<file path="config.mk">
export PLATFORM = sky130hd
export DESIGN_NAME = tone_seq_ctrl
export DESIGN_NICKNAME = d
export VERILOG_FILES = /design/src/rtl/tone_seq_pkg.sv /design/src/rtl/tone_seq_table.sv /design/src/rtl/tone_seq_ctrl.sv
export SDC_FILE = /design/constraint.sdc
export NUM_CORES = 1
export LEC_CHECK = 0
export CAP_MARGIN = 5
export CORE_MARGIN = 1.5
export CORE_UTILIZATION = 30
export CTS_CLUSTER_DIAMETER = 120
export DETAILED_ROUTE_END_ITERATION = 8
export SYNTH_ARGS = -nofsm -noshare
export SYNTH_HDL_FRONTEND = slang
export SYNTH_SLANG_ARGS = --single-unit
</file>
<file path="constraint.sdc">
create_clock -name clk_in -period 3.36 [get_ports clk_in]
set_input_delay 1.008 -clock clk_in [delete_from_list [all_inputs] [get_ports clk_in]]
set_output_delay 1.008 -clock clk_in [all_outputs]
set_load 0.02 [all_outputs]
</file>
<file path="src/rtl/tone_seq_pkg.sv">
// rtl/tone_seq_pkg.sv - shared widths, table entry layout and FSM state encoding for the tone sequencer
package tone_seq_pkg;
    localparam int FCW_BITS     = 4;
    localparam int DUR_BITS     = 16;
    localparam int DEPTH        = 8;
    localparam int ADDR_BITS    = 3;
    localparam int GAP_TICKS    = 4;
    localparam int GAP_CNT_BITS = $clog2(GAP_TICKS + 1);

    // Entry layout, LSB first: {last, dur, fcw}
    localparam int ENTRY_BITS = FCW_BITS + DUR_BITS + 1;
    localparam int FCW_LSB    = 0;
    localparam int DUR_LSB    = FCW_BITS;
    localparam int LAST_BIT   = FCW_BITS + DUR_BITS;

    typedef enum logic [1:0] {
        ST_IDLE = 2'd0,
        ST_LOAD = 2'd1,
        ST_PLAY = 2'd2,
        ST_GAP  = 2'd3
    } state_t;
endpackage

</file>
<file path="src/rtl/tone_seq_table.sv">
// rtl/tone_seq_table.sv - DEPTH x ENTRY_BITS tone table, one synchronous write port, asynchronous read
module tone_seq_table
    import tone_seq_pkg::*;
(
    input  logic                  clk,
    input  logic                  rst,
    input  logic                  wr_en,
    input  logic [ADDR_BITS-1:0]  wr_addr,
    input  logic [ENTRY_BITS-1:0] wr_data,
    input  logic [ADDR_BITS-1:0]  rd_addr,
    output logic [ENTRY_BITS-1:0] rd_data
);
    logic [ENTRY_BITS-1:0] mem [DEPTH];

    always_ff @(posedge clk) begin
        if (rst) begin
            for (int i = 0; i < DEPTH; i++) begin
                mem[i] <= '0;
            end
        end else if (wr_en) begin
            mem[wr_addr] <= wr_data;
        end
    end

    assign rd_data = mem[rd_addr];
endmodule

</file>
<file path="src/rtl/tone_seq_ctrl.sv">
// rtl/tone_seq_ctrl.sv - tone table sequencer driving NCO fcw/enable; define TONE_GAP_EN for silent gaps between entries
module tone_seq_ctrl
    import tone_seq_pkg::*;
(
    input  logic                 clk_in,
    input  logic                 rst_in,
    input  logic                 start_in,
    input  logic                 stop_in,
    input  logic                 loop_in,
    input  logic                 tick_in,
    input  logic                 cfg_we_in,
    input  logic [ADDR_BITS-1:0] cfg_addr_in,
    input  logic [FCW_BITS-1:0]  cfg_fcw_in,
    input  logic [DUR_BITS-1:0]  cfg_dur_in,
    input  logic                 cfg_last_in,
    output logic [FCW_BITS-1:0]  fcw_out,
    output logic                 nco_en_out,
    output logic                 busy_out,
    output logic [ADDR_BITS-1:0] step_out,
    output logic                 done_out
);
    state_t                  state;
    logic [ADDR_BITS-1:0]    idx;
    logic [DUR_BITS-1:0]     cnt;
    logic [GAP_CNT_BITS-1:0] gap_cnt;
    logic [ENTRY_BITS-1:0]   entry;
    logic [FCW_BITS-1:0]     entry_fcw;
    logic [DUR_BITS-1:0]     entry_dur;
    logic                    entry_last;
    logic                    wr_en;
    logic                    entry_done;
    logic                    table_end;

    // The table is frozen while busy, so entry[idx] stays valid through LOAD and PLAY.
    assign wr_en = cfg_we_in && (state == ST_IDLE);

    tone_seq_table u_table (
        .clk     (clk_in),
        .rst     (rst_in),
        .wr_en   (wr_en),
        .wr_addr (cfg_addr_in),
        .wr_data ({cfg_last_in, cfg_dur_in, cfg_fcw_in}),
        .rd_addr (idx),
        .rd_data (entry)
    );

    assign entry_fcw  = entry[FCW_LSB +: FCW_BITS];
    assign entry_dur  = entry[DUR_LSB +: DUR_BITS];
    assign entry_last = entry[LAST_BIT];

    assign entry_done = ((state == ST_LOAD) && (entry_dur == '0))
                     || ((state == ST_PLAY) && tick_in && (cnt == DUR_BITS'(1)));
    assign table_end  = entry_last || (idx == ADDR_BITS'(DEPTH - 1));

    always_ff @(posedge clk_in) begin
        if (rst_in) begin
            state      <= ST_IDLE;
            idx        <= '0;
            cnt        <= '0;
            gap_cnt    <= '0;
            fcw_out    <= '0;
            nco_en_out <= 1'b0;
            busy_out   <= 1'b0;
            step_out   <= '0;
            done_out   <= 1'b0;
        end else if (stop_in) begin
            state      <= ST_IDLE;
            idx        <= '0;
            fcw_out    <= '0;
            nco_en_out <= 1'b0;
            busy_out   <= 1'b0;
            step_out   <= '0;
            done_out   <= 1'b0;
        end else begin
            done_out <= 1'b0;
            case (state)
                ST_IDLE: begin
                    if (start_in) begin
                        state    <= ST_LOAD;
                        idx      <= '0;
                        busy_out <= 1'b1;
                    end
                end
                ST_LOAD: begin
                    step_out <= idx;
                    cnt      <= entry_dur;
                    // A zero-duration entry never reaches fcw_out; it is skipped below.
                    if (entry_dur != '0) begin
                        fcw_out    <= entry_fcw;
                        nco_en_out <= 1'b1;
                        state      <= ST_PLAY;
                    end
                end
                ST_PLAY: begin
                    if (tick_in && (cnt != DUR_BITS'(1))) begin
                        cnt <= cnt - DUR_BITS'(1);
                    end
                end
                ST_GAP: begin
                    if (tick_in) begin
                        if (gap_cnt == GAP_CNT_BITS'(1)) begin
                            state <= ST_LOAD;
                        end else begin
                            gap_cnt <= gap_cnt - GAP_CNT_BITS'(1);
                        end
                    end
                end
                default: state <= ST_IDLE;
            endcase

            if (entry_done) begin
                nco_en_out <= 1'b0;
                if (table_end) begin
                    if (loop_in) begin
                        idx   <= '0;
                        state <= ST_LOAD;
                    end else begin
                        state    <= ST_IDLE;
                        busy_out <= 1'b0;
                        done_out <= 1'b1;
                        fcw_out  <= '0;
                    end
                end else begin
                    idx <= idx + ADDR_BITS'(1);
`ifdef TONE_GAP_EN
                    state   <= ST_GAP;
                    gap_cnt <= GAP_CNT_BITS'(GAP_TICKS);
`else
                    state   <= ST_LOAD;
`endif
                end
            end
        end
    end
endmodule

</file>
==> results of run 1 <==
[kinds of logic after synthesis]
group | share of synthesized area
AO/OA/AOI/OAI | 0.0497
multiplexers | 0.120
AND/OR/NAND/NOR | 0.190
XOR/XNOR | 0.00184
buffers and inverters | 0.0248
adder cells (fa/ha/maj) | 0.0131
flip-flops | 0.600
[worst register-to-register path: stages (launching register included)]
cell      delay [ps]
dfxtp_4          610
buf_12           210
mux4_2           490
mux2_2           280
nand4b_1         260
or4_1            720
o31ai_4          360
nor3_1           110
[cells in the mapped netlist, types with 2 or more instances]
cell type    n
or2_2       10
nor4_1       2
nand4b_1     4
nand4_1      4
nor3b_1      3
buf_6        2
edfxtp_1   168
o31a_1       2
nand3_1      9
nor3_1      18
nand2b_1     9
ha_1        10
o21ai_0     16
mux4_2      42
dfxtp_1     34
buf_2        3
a211oi_1    10
mux2i_1     19
buf_1        3
o22ai_1      6
nor2b_1      9
or4_1        4
and2_1     174
nor2_1      29
clkbuf_1    34
inv_1       14
a31oi_1      2
a21oi_1     26
or3_1        2
and4b_1      2
nand2_1     29
o21ai_1      3
[layer usage]
metal	GRT usage	part of all wire
met1	0.184	0.44
met2	0.230	0.48
met3	0.0308	0.060
met4	0.0397	0.022
met5	0	0
[cell usage in the layout (no fill, tap or decap), types with 4 or more instances in the layout]
cell type / Yosys / routed
a211oi_1: 10 / 10
a21oi_1: 26 / 26
and2_1: 174 / 174
buf_12: 0 / 9
buf_4: 1 / 24
clkbuf_1: 34 / 4
clkbuf_16: 0 / 23
clkdlybuf4s50_1: 0 / 40
dfxtp_1: 34 / 32
edfxtp_1: 168 / 168
ha_1: 10 / 10
inv_1: 14 / 14
mux2i_1: 19 / 19
mux4_2: 42 / 42
nand2_1: 29 / 29
nand2b_1: 9 / 9
nand3_1: 9 / 9
nand4_1: 4 / 4
nand4b_1: 4 / 4
nor2_1: 29 / 29
nor2b_1: 9 / 9
nor3_1: 18 / 16
o21ai_0: 16 / 16
o22ai_1: 6 / 6
or2_2: 10 / 10
or4_1: 4 / 4
[power breakdown]
part | internal [µW] | switching, µW
combinational | 155 | 221
clock | 1490 | 989
sequential | 2810 | 35.2
total | 4450 | 1240
[worst max-delay path by stage]
stage / end / slack [ps] / depth (start not counted)
6_report: fcw_out[3]$_SDFF_PP0_ / 190 / 7
5_1_grt: fcw_out[3]$_SDFF_PP0_ / 50 / 7
4_1_cts: fcw_out[3]$_SDFF_PP0_ / 160 / 7
3_5_place_dp: fcw_out[3]$_SDFF_PP0_ / 190 / 7
3_3_place_gp: fcw_out[1]$_SDFF_PP0_ / 210 / 7
2_1_floorplan: fcw_out[0]$_SDFF_PP0_ / 690 / 8
[sequential cells by signal, indices dropped and copies added, names as in the netlist]
signal       count
u_table.mem    168
nco_en_out       1
idx              3
done_out         1
step_out         3
busy_out         1
fcw_out          4
cnt             16
gap_cnt          3
state            2
[cell type report]
type | count | area (µm²)
Fill cell | 2999 | 20000
Sequential cell | 202 | 5730
Clock inverter | 13 | 150
Timing Repair Buffer | 73 | 761
Multi-Input combinational cell | 461 | 3590
Clock buffer | 27 | 591
Inverter | 14 | 52.6
Tap cell | 402 | 503
[through the flow]
step            util  cell area [µm²]
2_1_floorplan      -             9540
3_3_place_gp   0.339            10600
3_5_place_dp   0.339            10600
4_1_cts        0.362            11400
5_1_grt        0.362            11400
6_report       0.362            11400
==> results.md, run 1 <==
Worst hold path:
- In this run the worst hold path is classified as flop to flop.
- The destination of the worst hold path is nco_en_out$_SDFFE_PP0P_.
- Along the worst hold path, the cell count comes to 2.
- The start point of the worst hold path is nco_en_out$_SDFFE_PP0P_.

Placed design:
- Buffers placed on the I/O ports in this run total 40.
- The wire-length estimate of the detail-placed layout is 14800 µm.
- The congestion estimate from routability-driven global placement came to between 0.8 and 0.9.
- Prior to clock tree synthesis, the placed netlist has a worst setup slack of around 190 ps.
- Once placement completed, the tool counted placed cells totaling roughly 1.2k.

Run:
- The number of max-cap violations is 0.

Clock tree:
- The number of buffers added for setup after CTS is 0.
- The clock insertion delay at the later pin of the skew report is roughly 520 ps.
- The number of resized instances in the post-cts repair step is 0.
- The clock-pin slew of the registers on the worst-case setup and hold paths is around 60 ps.
- The root buffer cell is clkbuf_16.
- Counting along the longest clock path gives a buffer depth of 3.
- The clock sink total is between 200 and 250.
- The quantity of hold-fixing buffers added after cts is 0.
- The maximum level of the CTS H-tree is 1.
- The number of clock buffers inserted by TritonCTS is 23.
- TritonCTS built the clock tree.

Synthesis:
- The most frequently used flop master after synthesis is edfxtp_1.
- After synthesis, the mean cell area works out to between 10 and 15 µm².
- The share of flip-flops with an asynchronous set or reset is 0.
- Yosys mapped a number of flops with a built-in enable equal to between 150 and 200.
- The number of nets in the synthesized netlist is about 760.
- Ranked by total cell area, the synthesized netlist is headed by edfxtp_1 (53%), and2_1 (11%), mux4_2 (9.9%).
- The cell type with the largest total area after synthesis is edfxtp_1.
- The Yosys warning count is 0.
- The count of unique library cells instantiated by Yosys is 50.
- The flop and latch count out of synthesis is approximately 200.
- The area fraction of the dominant cell type after synthesis is 0.529.
- In this run the cell area of the synthesized design comes to 9540 µm².
- The post-synthesis sequential area ratio is 0.600.
- The count of mapped cells out of synthesis is around 700.

Detailed routing:
- The number of vias per cell is ~4.8.
- The antenna violation net count after detailed routing is 0.
- The final wirelength is about 23000 µm.
- For this block, the via count after detailed routing is around 5.8k.
- After detailed routing, the average wire length per cell comes to roughly 19 µm.
- The post-route DRC violation count is 0.
- The detailed router finished its first iteration with just under 400 violations.
- The first-pass iteration count of the detailed router is 4.

STA:
- Headroom to the max-slew limit came out at 0.543.
- The transition time of the tightest slew-check pin is 686 ps.
- The worst-case setup margin in the final layout is between 150 and 200 ps.
- The count of endpoints failing hold in the final timing report is 0.
- Across all hold checks on the routed design, the worst slack comes to between 400 and 500 ps.
- The setup TNS after final layout is 0 ps.
- The number of slew-limit violations in the final report is 0.
- Setup repair after global routing left no endpoint under its margin.
- Setup violations remaining at the end of the flow were counted as 0.
- The largest clock skew in the final design is 28.5 ps.
- Of the available clock period, the critical path in the final layout requires 0.943.
- For this run, the top clock speed supported by timing is about 320 MHz.
- The final period demand of the worst path is between 3000 and 4000 ps.

Pwr:
- Dividing total power by cell area gives a power density of between 500 and 600 nW/µm².
- Across the VDD grid, the largest voltage drop is 0.315 mV.
- The static leakage power is 0.00400 µW.
- Summing internal, switching and leakage power gives approximately 5700 µW.

GRT:
- The number of antenna violations at the first check in global routing was 0.
- The number of global-route vias before repair is ~5.9k.
- The pin count of the biggest net entering global routing is 45.
- The first global-routing pass estimated about 35000 µm of wire.
- Across every metal layer, demand over resource in global routing totals 0.139.
- The overflow left after global routing is 0.

Floorplan:
- The initial utilization of the core area, before any placement, comes to 0.304.
- The die covers 32900 µm².
- The core region is 31400 µm².
- The vertical die dimension is approximately 180 µm.
- During I/O placement, the number of pins put on the boundary was 41.
- After floorplanning, the core was divided into 65 placement rows.
- From left edge to right edge, the die measures around 180 µm.

Setup path:
- The highest-delay cell along the critical path is or4_1.
- The worst setup path is launched from a flop.
- The startpoint of the most critical register-to-register path is idx[0]$_SDFF_PP0_.
- The critical path's largest stage delay is a little over 700 ps.
- The start-to-end type of the worst setup path is flop to flop.
- For flop-to-flop paths, the worst setup slack is between 150 and 200 ps.
- The critical path starts at idx[0]$_SDFF_PP0_.
- The element type at the critical path end is a flop.
- The total buffers and inverters traversed by the critical path is 1.
- Along the worst path, the maximum fanout reaches 19.
- Broken down by cell family, the worst path's largest delay share belongs to simple AND/OR/NAND/NOR gates.
- Data on the critical path is required at its endpoint by between 3000 and 4000 ps.
- The data arrival time of the critical path is roughly 3500 ps.
- The destination of the worst register-to-register timing path is fcw_out[3]$_SDFF_PP0_.
- The number of cells traversed by the worst register-to-register path is 7.
- The signal on the critical path passes through buf_12 -> mux4_2 -> mux2_2 -> nand4b_1 -> or4_1 -> o31ai_4 -> nor3_1.

Final layout:
- The finished layout holds ~1.2k standard cells, fillers aside.
- The number of antenna cells inserted is 0.
- The number of nets in the layout is between 800 and 900.
- In the final layout, the share of cells above drive strength 1 is 0.162.
- The synthesis-to-finish area growth is 19.2%.

Status:
- The flow ran to the end, and the final reports show no timing, DRC or antenna violations.
Power figures use the tool's default switching activity.
==> inputs of run 2 (changes only) <==
CTS_BUF_LIST = sky130_fd_sc_hd__clkbuf_2   (was default)
==> results.md, run 2 (synthesis results as in run 1) <==
Setup path:
- In this run the worst path has a maximum fanout of 19.
- The endpoint required time on the critical path is 4020 ps.
- STA classifies the critical path startpoint as a flop.
- In this run the register-to-register setup slack is roughly 210 ps.
- STA puts the critical path data arrival time at ~3800 ps.
- In this run the critical register-to-register path is captured at fcw_out[3]$_SDFF_PP0_.
- The element type at the critical path end is a flop.
- The number of cells traversed by the worst register-to-register path is 7.
- The start-to-end type of the worst setup path is flop to flop.
- The highest-delay cell along the critical path is or4_1.
- The startpoint of the most critical register-to-register path is idx[0]$_SDFF_PP0_.
- The critical path's largest stage delay is slightly above 700 ps.
- Walking the worst path, the cells encountered are buf_12 -> mux4_2 -> mux2_2 -> nand4b_1 -> or4_1 -> o31ai_4 -> nor3_1.

Clock tree:
- The TritonCTS clock tree is built.
- The number of clock buffers inserted by TritonCTS is 52.
- The clock insertion delay at the later pin of the skew report is between 700 and 800 ps.
- The number of resized instances in the post-cts repair step is 0.
- In this run the clock root is driven by a clkbuf_2.
- For this design, the sink count on the clock tree is ~200.
- Counting along the longest clock path gives a buffer depth of 3.
- The quantity of hold-fixing buffers added after cts is 0.
- The maximum level of the CTS H-tree is 2.
- The clock-pin slew of the registers on the worst-case setup and hold paths is about 100 ps.
- The number of buffers added for setup after CTS is 0.

Final layout:
- The library cells used most frequently in the layout, excluding fill and tap cells, are and2_1 (174), edfxtp_1 (168), clkbuf_2 (80).
- The library cell used most frequently in the layout, excluding fill and tap cells, is and2_1.
- The final layout contains approximately 850 nets.
- In the final layout, the share of cells above drive strength 1 is 0.213.
- The largest register by flop count is u_table.mem.
- The synthesis-to-finish area growth is 16.0%.
- The largest registers in the layout are u_table.mem (168), cnt (16), fcw_out (4).
- The core occupancy in the finished layout is 0.353.
- The register with the most flip-flops in the layout has 168 of them.
- Once layout is complete, the cells apart from fillers number 1238.

Floorplan:
- The floorplan step defined a die boundary enclosing around 33000 µm².
- The row count is 65.
- The vertical die dimension is between 150 and 200 µm.
- The total area inside the core boundary comes to about 31000 µm².
- The horizontal die dimension is 181 µm.
- During I/O placement, the number of pins put on the boundary was approximately 40.
- For this configuration, the core starts out at a cell density of 0.304.

Placed design:
- The setup slack at placement is ~190 ps.
- The instance count after placement with tap cells included is 1152.
- At the end of routability-driven placement, the weighted congestion stood at 0.801.
- Detailed placement ended at an HPWL of around 15000 µm.
- In this run the tool buffered the top-level ports with 40 buffer cells.

STA:
- The post-route clock period utilization is 0.938.
- Headroom to the max-slew limit came out at 0.545.
- For the pin with the worst max-slew slack, the measured transition is 682 ps.
- Setup slack closes at ~210 ps.
- The number of slew-limit violations in the final report is 0.
- Hold timing on the final database bottoms out at a slack of 494 ps.
- Based on the critical path, the design can be clocked at up to 317 MHz.
- The largest clock skew in the final design is 33.6 ps.
- Setup repair after global routing left no endpoint under its margin.
- The count of endpoints failing hold in the final timing report is 0.
- The setup-violating endpoint count in the final report is 0.
- Summed over all failing endpoints, the final setup total negative slack is 0 ps.
- The final period demand of the worst path is roughly 3200 ps.

Detailed routing:
- The first detailed-routing pass took 4 iterations.
- The DRC marker count from the first detailed-route iteration is around 350.
- After detailed routing, the total wire length is ~23000 µm.
- The detailed router placed ~5.9k vias in this run.
- In the final routed layout, each cell accounts on average for between 15 and 20 µm.
- Using the TritonRoute via totals, the vias-per-cell ratio works out to between 4 and 5.
- The antenna violation net count after detailed routing is 0.
- The post-route DRC violation count is 0.

GRT:
- The pin count of the biggest net entering global routing is 45.
- The global routing usage summed across all routing layers is 0.142.
- The number of global-route vias before repair was roughly 6.1k.
- The number of antenna violations at the first check in global routing came to 1.
- The overflow left after global routing is 0.
- The first-pass GRT wire length is ~36000 µm.

Run:
- The tool flagged a number of max-cap violations equal to 0.

Pwr:
- The maximum vdd drop is 0.239 mV.
- The power density over cell area is roughly 430 nW/µm².
- The analysis attributes to cell leakage a power of between 0.003 and 0.004 µW.

Worst hold path:
- The worst hold path was traced through 2 stages.
- The min-delay analysis places its worst path in the category flop to flop.
- The start point of the worst hold path is nco_en_out$_SDFFE_PP0P_.
- The path with the worst hold slack has its endpoint at nco_en_out$_SDFFE_PP0P_.

Status:
- The run finished with clean final reports.
## run 2: changes by cell type in the layout (fill, tap and decap cells not counted)
cell / previous run / this run
clkbuf_2: 0 / 80
clkinv_1: 3 / 2
bufinv_16: 3 / 0
inv_6: 2 / 0
clkbuf_1: 4 / 0
clkinvlp_4: 1 / 2
diode_2: 0 / 1
clkinv_4: 1 / 0
clkinv_2: 3 / 1
clkbuf_16: 23 / 0
## run 2: where the power goes
group,internal [µW],total (µW),switching [µW]
Combinational,155,375,220
Clock,617,1590,971
Sequential,2800,2840,35.3
## run 2: layer usage
metal / up-vias / wire, µm / track usage / share of wire
met2: 165 / 10900 / 0.234 / 0.48
met1: 2918 / 10200 / 0.187 / 0.45
met4: 0 / 403 / 0.0443 / 0.018
met3: 28 / 1310 / 0.0312 / 0.057
met5: - / 0 / 0 / 0
li1: 2826 / - / - / -
## run 2: worst max path at each step
stage	slack, ps	start	cells after the start	endpoint
2_1_floorplan	690	idx[2]$_SDFF_PP0_	8	fcw_out[0]$_SDFF_PP0_
3_3_place_gp	210	idx[0]$_SDFF_PP0_	7	fcw_out[1]$_SDFF_PP0_
3_5_place_dp	190	idx[0]$_SDFF_PP0_	7	fcw_out[3]$_SDFF_PP0_
4_1_cts	160	idx[0]$_SDFF_PP0_	7	fcw_out[3]$_SDFF_PP0_
5_1_grt	50	idx[0]$_SDFF_PP0_	8	fcw_out[3]$_SDFF_PP0_
6_report	210	idx[0]$_SDFF_PP0_	7	fcw_out[3]$_SDFF_PP0_
## run 2: final cells by class
class	count	area (µm²)
clock inverters	5	27.5
repair buffers	73	761
inverters	14	52.6
multi-input cells	461	3590
well taps	402	503
clock buffers	80	400
fillers	3055	20300
diodes	1	2.50
flip-flops and latches	202	5730
## run 2: worst max-delay path, delay by kind of cell, from the launching register on
kind | cells | cell delay [ps]
AND/OR/NAND/NOR | 3 | 1070
multiplexers | 2 | 770
flip-flops | 1 | 620
AO/OA/AOI/OAI | 1 | 360
buffers and inverters | 1 | 200
## run 2: stage by stage
stage	power [µW]	area [µm²]
floorplan	3080	9540
global placement	3270	10600
detailed placement	3270	10600
CTS	4860	11100
global route	5020	11100
finish	4800	11100
